### src/rtl/softmax_engine.sv
// Sequential softmax/argmax engine: one class per cycle for max search and
// exponent approximation, then a restoring divider normalises each class.
module softmax_engine #(
    parameter int N_CLASSES = 10,
    parameter int DW        = 16,
    parameter int FRAC      = 12,
    parameter int IDXW      = $clog2(N_CLASSES)
) (
    input  logic                    clk,
    input  logic                    rst_n,
    input  logic [N_CLASSES*DW-1:0] logits,
    input  logic                    in_valid,
    output logic                    in_ready,
    input  logic                    argmax_mode,
    output logic [N_CLASSES*DW-1:0] softmax_out,
    output logic [IDXW-1:0]         argmax_idx,
    output logic                    out_valid,
    input  logic                    out_ready
);

    localparam int EW = FRAC + 1;
    localparam int SW = FRAC + 1 + IDXW;
    localparam int CW = $clog2(DW + 1);

    localparam logic [2:0] S_IDLE = 3'd0;
    localparam logic [2:0] S_MAX  = 3'd1;
    localparam logic [2:0] S_EXP  = 3'd2;
    localparam logic [2:0] S_DIV  = 3'd3;
    localparam logic [2:0] S_OUT  = 3'd4;

    localparam logic [DW-1:0]        QMAX = {1'b0, {(DW-1){1'b1}}};
    localparam logic signed [DW:0]   DMIN = (DW+1)'(-(2 ** (FRAC + 1)));
    localparam logic signed [DW:0]   ONE  = (DW+1)'(2 ** FRAC);

    logic [2:0]              state_q, state_d;
    logic [N_CLASSES*DW-1:0] logits_q;
    logic                    mode_q;
    logic [IDXW-1:0]         idx_q;
    logic signed [DW-1:0]    max_q;
    logic [IDXW-1:0]         argmax_q;
    logic [EW-1:0]           e_q [N_CLASSES];
    logic [SW-1:0]           sum_q;
    logic [SW-1:0]           rem_q;
    logic [DW-1:0]           quo_q;
    logic [CW-1:0]           cnt_q;
    logic [N_CLASSES*DW-1:0] prob_q;
    logic                    valid_q;

    logic                    last;
    logic signed [DW-1:0]    cur;
    logic signed [DW:0]      d;
    logic signed [DW:0]      hd;
    logic [EW-1:0]           h;
    logic [2*EW-1:0]         hsq;
    logic [EW-1:0]           e_new;
    logic [SW:0]             trial;
    logic [SW:0]             trial_sub;
    logic                    ge;
    logic [DW-1:0]           q_fin;
    logic [DW-1:0]           q_sat;
    logic                    unused_bits;

    assign last = (idx_q == IDXW'(N_CLASSES - 1));

    // e = ((1 + d/2)^2) approximation of exp(d), clamped to zero far below the max
    always_comb begin
        cur       = $signed(logits_q[int'(idx_q)*DW +: DW]);
        d         = $signed({cur[DW-1], cur}) - $signed({max_q[DW-1], max_q});
        hd        = ONE + (d >>> 1);
        h         = (d < DMIN) ? '0 : hd[EW-1:0];
        hsq       = (2*EW)'(h) * (2*EW)'(h);
        e_new     = hsq[FRAC +: EW];
        trial     = {rem_q, quo_q[DW-1]};
        ge        = (trial >= {1'b0, sum_q});
        trial_sub = trial - {1'b0, sum_q};
        q_fin     = {quo_q[DW-2:0], ge};
        q_sat     = q_fin[DW-1] ? QMAX : q_fin;
    end

    assign unused_bits = ^{hd[DW:EW], hsq[FRAC-1:0], hsq[2*EW-1], trial_sub[SW]};

    always_comb begin
        state_d = state_q;
        case (state_q)
            S_IDLE: if (in_valid) state_d = S_MAX;
            S_MAX:  if (last) state_d = mode_q ? S_OUT : S_EXP;
            S_EXP:  if (last) state_d = S_DIV;
            S_DIV:  if (cnt_q == CW'(DW) && last) state_d = S_OUT;
            S_OUT:  if (valid_q && out_ready) state_d = S_IDLE;
            default: state_d = S_IDLE;
        endcase
    end

    always_ff @(posedge clk or negedge rst_n) begin
        if (!rst_n) begin
            state_q  <= S_IDLE;
            logits_q <= '0;
            mode_q   <= 1'b0;
            idx_q    <= '0;
            max_q    <= '0;
            argmax_q <= '0;
            sum_q    <= '0;
            rem_q    <= '0;
            quo_q    <= '0;
            cnt_q    <= '0;
            prob_q   <= '0;
            valid_q  <= 1'b0;
            for (int unsigned i = 0; i < N_CLASSES; i++) e_q[i] <= '0;
        end else begin
            state_q <= state_d;
            case (state_q)
                S_IDLE: begin
                    if (in_valid) begin
                        logits_q <= logits;
                        mode_q   <= argmax_mode;
                        idx_q    <= '0;
                        sum_q    <= '0;
                    end
                end
                S_MAX: begin
                    if (idx_q == '0 || cur > max_q) begin
                        max_q    <= cur;
                        argmax_q <= idx_q;
                    end
                    idx_q <= last ? '0 : idx_q + IDXW'(1);
                end
                S_EXP: begin
                    e_q[idx_q] <= e_new;
                    sum_q      <= sum_q + SW'(e_new);
                    idx_q      <= last ? '0 : idx_q + IDXW'(1);
                    cnt_q      <= '0;
                end
                S_DIV: begin
                    if (cnt_q == '0) begin
                        // numerator e<<(DW-1): high part seeds the remainder, low DW bits shift in
                        rem_q <= SW'(e_q[idx_q] >> 1);
                        quo_q <= {e_q[idx_q][0], {(DW-1){1'b0}}};
                        cnt_q <= CW'(1);
                    end else begin
                        rem_q <= ge ? trial_sub[SW-1:0] : trial[SW-1:0];
                        quo_q <= q_fin;
                        if (cnt_q == CW'(DW)) begin
                            prob_q[int'(idx_q)*DW +: DW] <= q_sat;
                            cnt_q <= '0;
                            idx_q <= last ? '0 : idx_q + IDXW'(1);
                            if (last) valid_q <= 1'b1;
                        end else begin
                            cnt_q <= cnt_q + CW'(1);
                        end
                    end
                end
                S_OUT: begin
                    if (!valid_q) begin
                        for (int unsigned i = 0; i < N_CLASSES; i++)
                            prob_q[i*DW +: DW] <= (IDXW'(i) == argmax_q) ? QMAX : '0;
                        valid_q <= 1'b1;
                    end else if (out_ready) begin
                        valid_q <= 1'b0;
                    end
                end
                default: ;
            endcase
        end
    end

    assign in_ready    = (state_q == S_IDLE);
    assign out_valid   = valid_q;
    assign softmax_out = prob_q;
    assign argmax_idx  = argmax_q;

endmodule

### config.mk
export PLATFORM = sky130hd
export DESIGN_NAME = softmax_engine
export DESIGN_NICKNAME = d
export VERILOG_FILES = /design/src/rtl/softmax_engine.sv
export SDC_FILE = /design/constraint.sdc
export NUM_CORES = 2
export LEC_CHECK = 0
export BUFFER_PORTS_ARGS = -buffer_cell sky130_fd_sc_hd__buf_2
export CORE_AREA = 2 2 262 264
export DETAILED_ROUTE_END_ITERATION = 12
export DIE_AREA = 0 0 264 266
export GPL_TIMING_DRIVEN = 0
export SLEW_MARGIN = 20
export SYNTH_ARGS = -nofsm -noshare
export SYNTH_HDL_FRONTEND = slang
export SYNTH_SLANG_ARGS = --single-unit
### constraint.sdc
create_clock -name clk -period 16.8 [get_ports clk]
set_input_delay 1.68 -clock clk [delete_from_list [all_inputs] [get_ports clk]]
set_output_delay 1.68 -clock clk [all_outputs]
set_load 0.01 [all_outputs]
==> results.json <==
{
  "route.detailed.vias_per_inst": 5.40,
  "initial_core_util_pct": 44.4,
  "largest_net_degree_at_the_start_of_global_routing": 97,
  "drv_cap": 0,
  "ctsLongestPathBuffers": 3,
  "insertion_delay_ns": 0.66,
  "final_antenna_net_count": 0,
  "placementRows": 96,
  "cp_slowest_cell": "sky130_fd_sc_hd__a21oi_1",
  "finalMaxSlewViolations": 0,
  "routed_wl_um": 87500,
  "dp_hpwl_um": 66600,
  "design.portCount": 331,
  "postSynth.asyncResetShare_pct": 100,
  "detailedRoute.firstIterationViolations": 1733,
  "cts.repair_timing.setup_buffer_count": 0,
  "die_w_um": 264,
  "timing.critical_path.arrival_ns": 14.89,
  "worstMarginPinSlew_ns": 1.01,
  "cp_slowest_stage_delay_ns": 0.83,
  "input_output_buffers": 320,
  "number_of_synthesized_register_bits": 524,
  "timing.final.crit_period_ns": 14.33,
  "grt_pass1_wl_um": 138000,
  "finalHoldViolCount": 0,
  "ys.warnings.count": 0,
  "slew_headroom_pct": 32.4,
  "grt_remaining_overflow": 0,
  "layout-area-overhead-vs-synth_pct": 16.2,
  "final.setup_skew_ns": 0.0847,
  "avgSynthCellArea_sq_um": 9.59,
  "routed-via-count": 24098,
  "drcViolationCount": 0,
  "cts_inserted_buffers": 57,
  "die_height_um": 266,
  "place_congestion": 0.858,
  "routedWlPerCell_um": 19.6,
  "design.core.area_sq_um": 67700,
  "start_kind": "flop",
  "track_usage_pct": 25.0,
  "first_global_vias": 23662,
  "status": "finished clean",
  "cts.clk_slew.worst_paths_ns": 0.06,
  "fin_tns_setup_ns": 0,
  "critical-path-top-delay-family": "compound AO/OA/AOI/OAI gates",
  "antenna_found_initial": 1,
  "clock_tree_from_tritoncts": "built",
  "mappedNetlistArea_sq_um": 30100,
  "worstHoldPathType": "reg -> reg",
  "critical_path.endpoint_type": "flop",
  "ys_dominant_reg_cell": "sky130_fd_sc_hd__dfrtp_1",
  "post_synth_num_cell_types": 75,
  "layout-drive-gt1-share_pct": 18.5,
  "area_of_the_die_sq_um": 70200,
  "critPathMaxFanout": 10,
  "criticalPathCategory": "reg -> reg",
  "synth-edff-count": 0,
  "cts-htree-levels": 2,
  "worst-endpoint-required_ns": 17.36,
  "cts.sinks": 524,
  "num-nets-final": 3908,
  "nFillCells": 6443,
  "fmaxAchievable_mhz": 69.8,
  "drt_pre_antenna_iters": 5,
  "finalSetupViolations": 0,
  "root_buffer_cell": "sky130_fd_sc_hd__clkbuf_16",
  "worstPathBufferInverterCount": 11,
  "grt_setup_unrepaired": "false",
  "post-route-period-util_pct": 85.3,
  "cts_repair_resize_count": 0,
  "synthesis.instances": 3134,
  "synth-seq-area-share_pct": 43.6,
  "postCtsHoldBufs": 0
}
[cells by family after synthesis]
family	Yosys count	synth area share [%]
adders and majority gates	214	11.4
buffers and inverters	407	5.32
muxes	198	9.46
and+or+nand+nor	1166	15.8
other	1	0.0125
DFF	524	43.6
AOI/OAI and AO/OA	569	12.9
xor gates and xnor gates	55	1.60
[per-layer routing]
| layer | track usage [%] | share of wire [%] | up-vias |
|---|---|---|---|
| met4 | 5.93 | 2.2 | 0 |
| met3 | 3.20 | 5.3 | 106 |
| met2 | 40.9 | 47 | 724 |
| met1 | 35.5 | 46 | 11889 |
| met5 | 0 | 0 | - |
| li1 | - | - | 11379 |
[tightest hold or removal path, cell delays in order, from the launching register on]
cell,delay [ns]
sky130_fd_sc_hd__dfrtp_1,0.34
sky130_fd_sc_hd__nand2_1,0.05
sky130_fd_sc_hd__nand2_1,0.05
[cell usage after synthesis (14+ instances only)]
cell / count / share of area (%)
sky130_fd_sc_hd__nand2_1: 741 / 9.3
sky130_fd_sc_hd__dfrtp_1: 524 / 44
sky130_fd_sc_hd__nor2_1: 254 / 3.2
sky130_fd_sc_hd__inv_1: 217 / 2.7
sky130_fd_sc_hd__clkbuf_1: 144 / 1.8
sky130_fd_sc_hd__o21ai_0: 140 / 2.3
sky130_fd_sc_hd__a21oi_1: 116 / 1.9
sky130_fd_sc_hd__ha_1: 116 / 4.8
sky130_fd_sc_hd__mux2_2: 109 / 4.1
sky130_fd_sc_hd__o22a_1: 107 / 3.1
sky130_fd_sc_hd__fa_1: 98 / 6.5
sky130_fd_sc_hd__mux4_2: 58 / 4.3
sky130_fd_sc_hd__nand3_1: 40 / 0.67
sky130_fd_sc_hd__o21ai_1: 34 / 0.57
sky130_fd_sc_hd__mux2i_1: 31 / 1.0
sky130_fd_sc_hd__nor3_1: 29 / 0.48
sky130_fd_sc_hd__xnor2_1: 29 / 0.85
sky130_fd_sc_hd__xor2_1: 26 / 0.76
sky130_fd_sc_hd__a21o_1: 19 / 0.47
sky130_fd_sc_hd__buf_2: 19 / 0.32
sky130_fd_sc_hd__o211ai_1: 19 / 0.47
sky130_fd_sc_hd__a221oi_1: 16 / 0.47
sky130_fd_sc_hd__and3_1: 16 / 0.33
sky130_fd_sc_hd__a31oi_1: 14 / 0.29
sky130_fd_sc_hd__nand4_1: 14 / 0.29
[per-stage QoR]
stage                     hold WS, ns  util (%)  cells  instance area (sq um)  worst slack (ns)
after global routing            0.487      51.5   4458                  34900              1.65
after floorplan                 0.440         -   3143                  30100              5.75
after detailed placement        0.459      48.7   4352                  33000              2.31
after CTS                       0.474      51.5   4458                  34900              2.24
final                           0.472      51.6   4459                  34900              2.47
after global placement          0.453      48.4   4345                  32800              2.28
[final cells by class]
type / count / area (sq um) / area share (%)
Timing Repair Buffer: 327 / 1790 / 5.12
Clock inverter: 20 / 224 / 0.641
Antenna cell: 1 / 2.50 / 0.00717
Multi-Input combinational cell: 2212 / 15400 / 44.1
Buffer: 186 / 773 / 2.21
Inverter: 221 / 830 / 2.38
Clock buffer: 86 / 1710 / 4.88
Tap cell: 882 / 1100 / 3.16
Sequential cell: 524 / 13100 / 37.5
[registers in the layout, summed over array words and instances (netlist names), 5 cells and up]
register,flops
logits_q,160
sum_q,17
softmax_out,150
cnt_q,5
quo_q,16
rem_q,17
max_q,16
e_q,130
[worst paths after layout]
check	from	to	slack [ns]	depth (start not counted)
setup / recovery	idx_q[0]$_DFFE_PN0P_	sum_q[14]$_DFFE_PN0P_	2.47	47
max in group asynchronous	rst_n	logits_q[112]$_DFFE_PN0P_	14.16	4
setup reg to reg	idx_q[0]$_DFFE_PN0P_	sum_q[14]$_DFFE_PN0P_	2.47	47
min in group asynchronous	rst_n	softmax_out[156]$_DFFE_PN0P_	0.96	1
hold / removal	logits_q[108]$_DFFE_PN0P_	logits_q[108]$_DFFE_PN0P_	0.47	2
hold reg to reg	logits_q[108]$_DFFE_PN0P_	logits_q[108]$_DFFE_PN0P_	0.47	2
[layout by cell type, fill, tap and decap left out, types with 58 or more instances in the layout]
| master | netlist | routed |
|---|---|---|
| sky130_fd_sc_hd__clkbuf_1 | 144 | 156 |
| sky130_fd_sc_hd__dfrtp_1 | 524 | 524 |
| sky130_fd_sc_hd__nand2_1 | 741 | 741 |
| sky130_fd_sc_hd__nor2_1 | 254 | 254 |
| sky130_fd_sc_hd__mux4_2 | 58 | 58 |
| sky130_fd_sc_hd__fa_1 | 98 | 98 |
| sky130_fd_sc_hd__o22a_1 | 107 | 107 |
| sky130_fd_sc_hd__o21ai_0 | 140 | 140 |
| sky130_fd_sc_hd__ha_1 | 116 | 116 |
| sky130_fd_sc_hd__buf_2 | 19 | 338 |
| sky130_fd_sc_hd__inv_1 | 217 | 217 |
| sky130_fd_sc_hd__a21oi_1 | 116 | 116 |
| sky130_fd_sc_hd__mux2_2 | 109 | 109 |
Power is not shown: default switching activity piles up to over one toggle a cycle in this logic, so the estimate is an artifact.
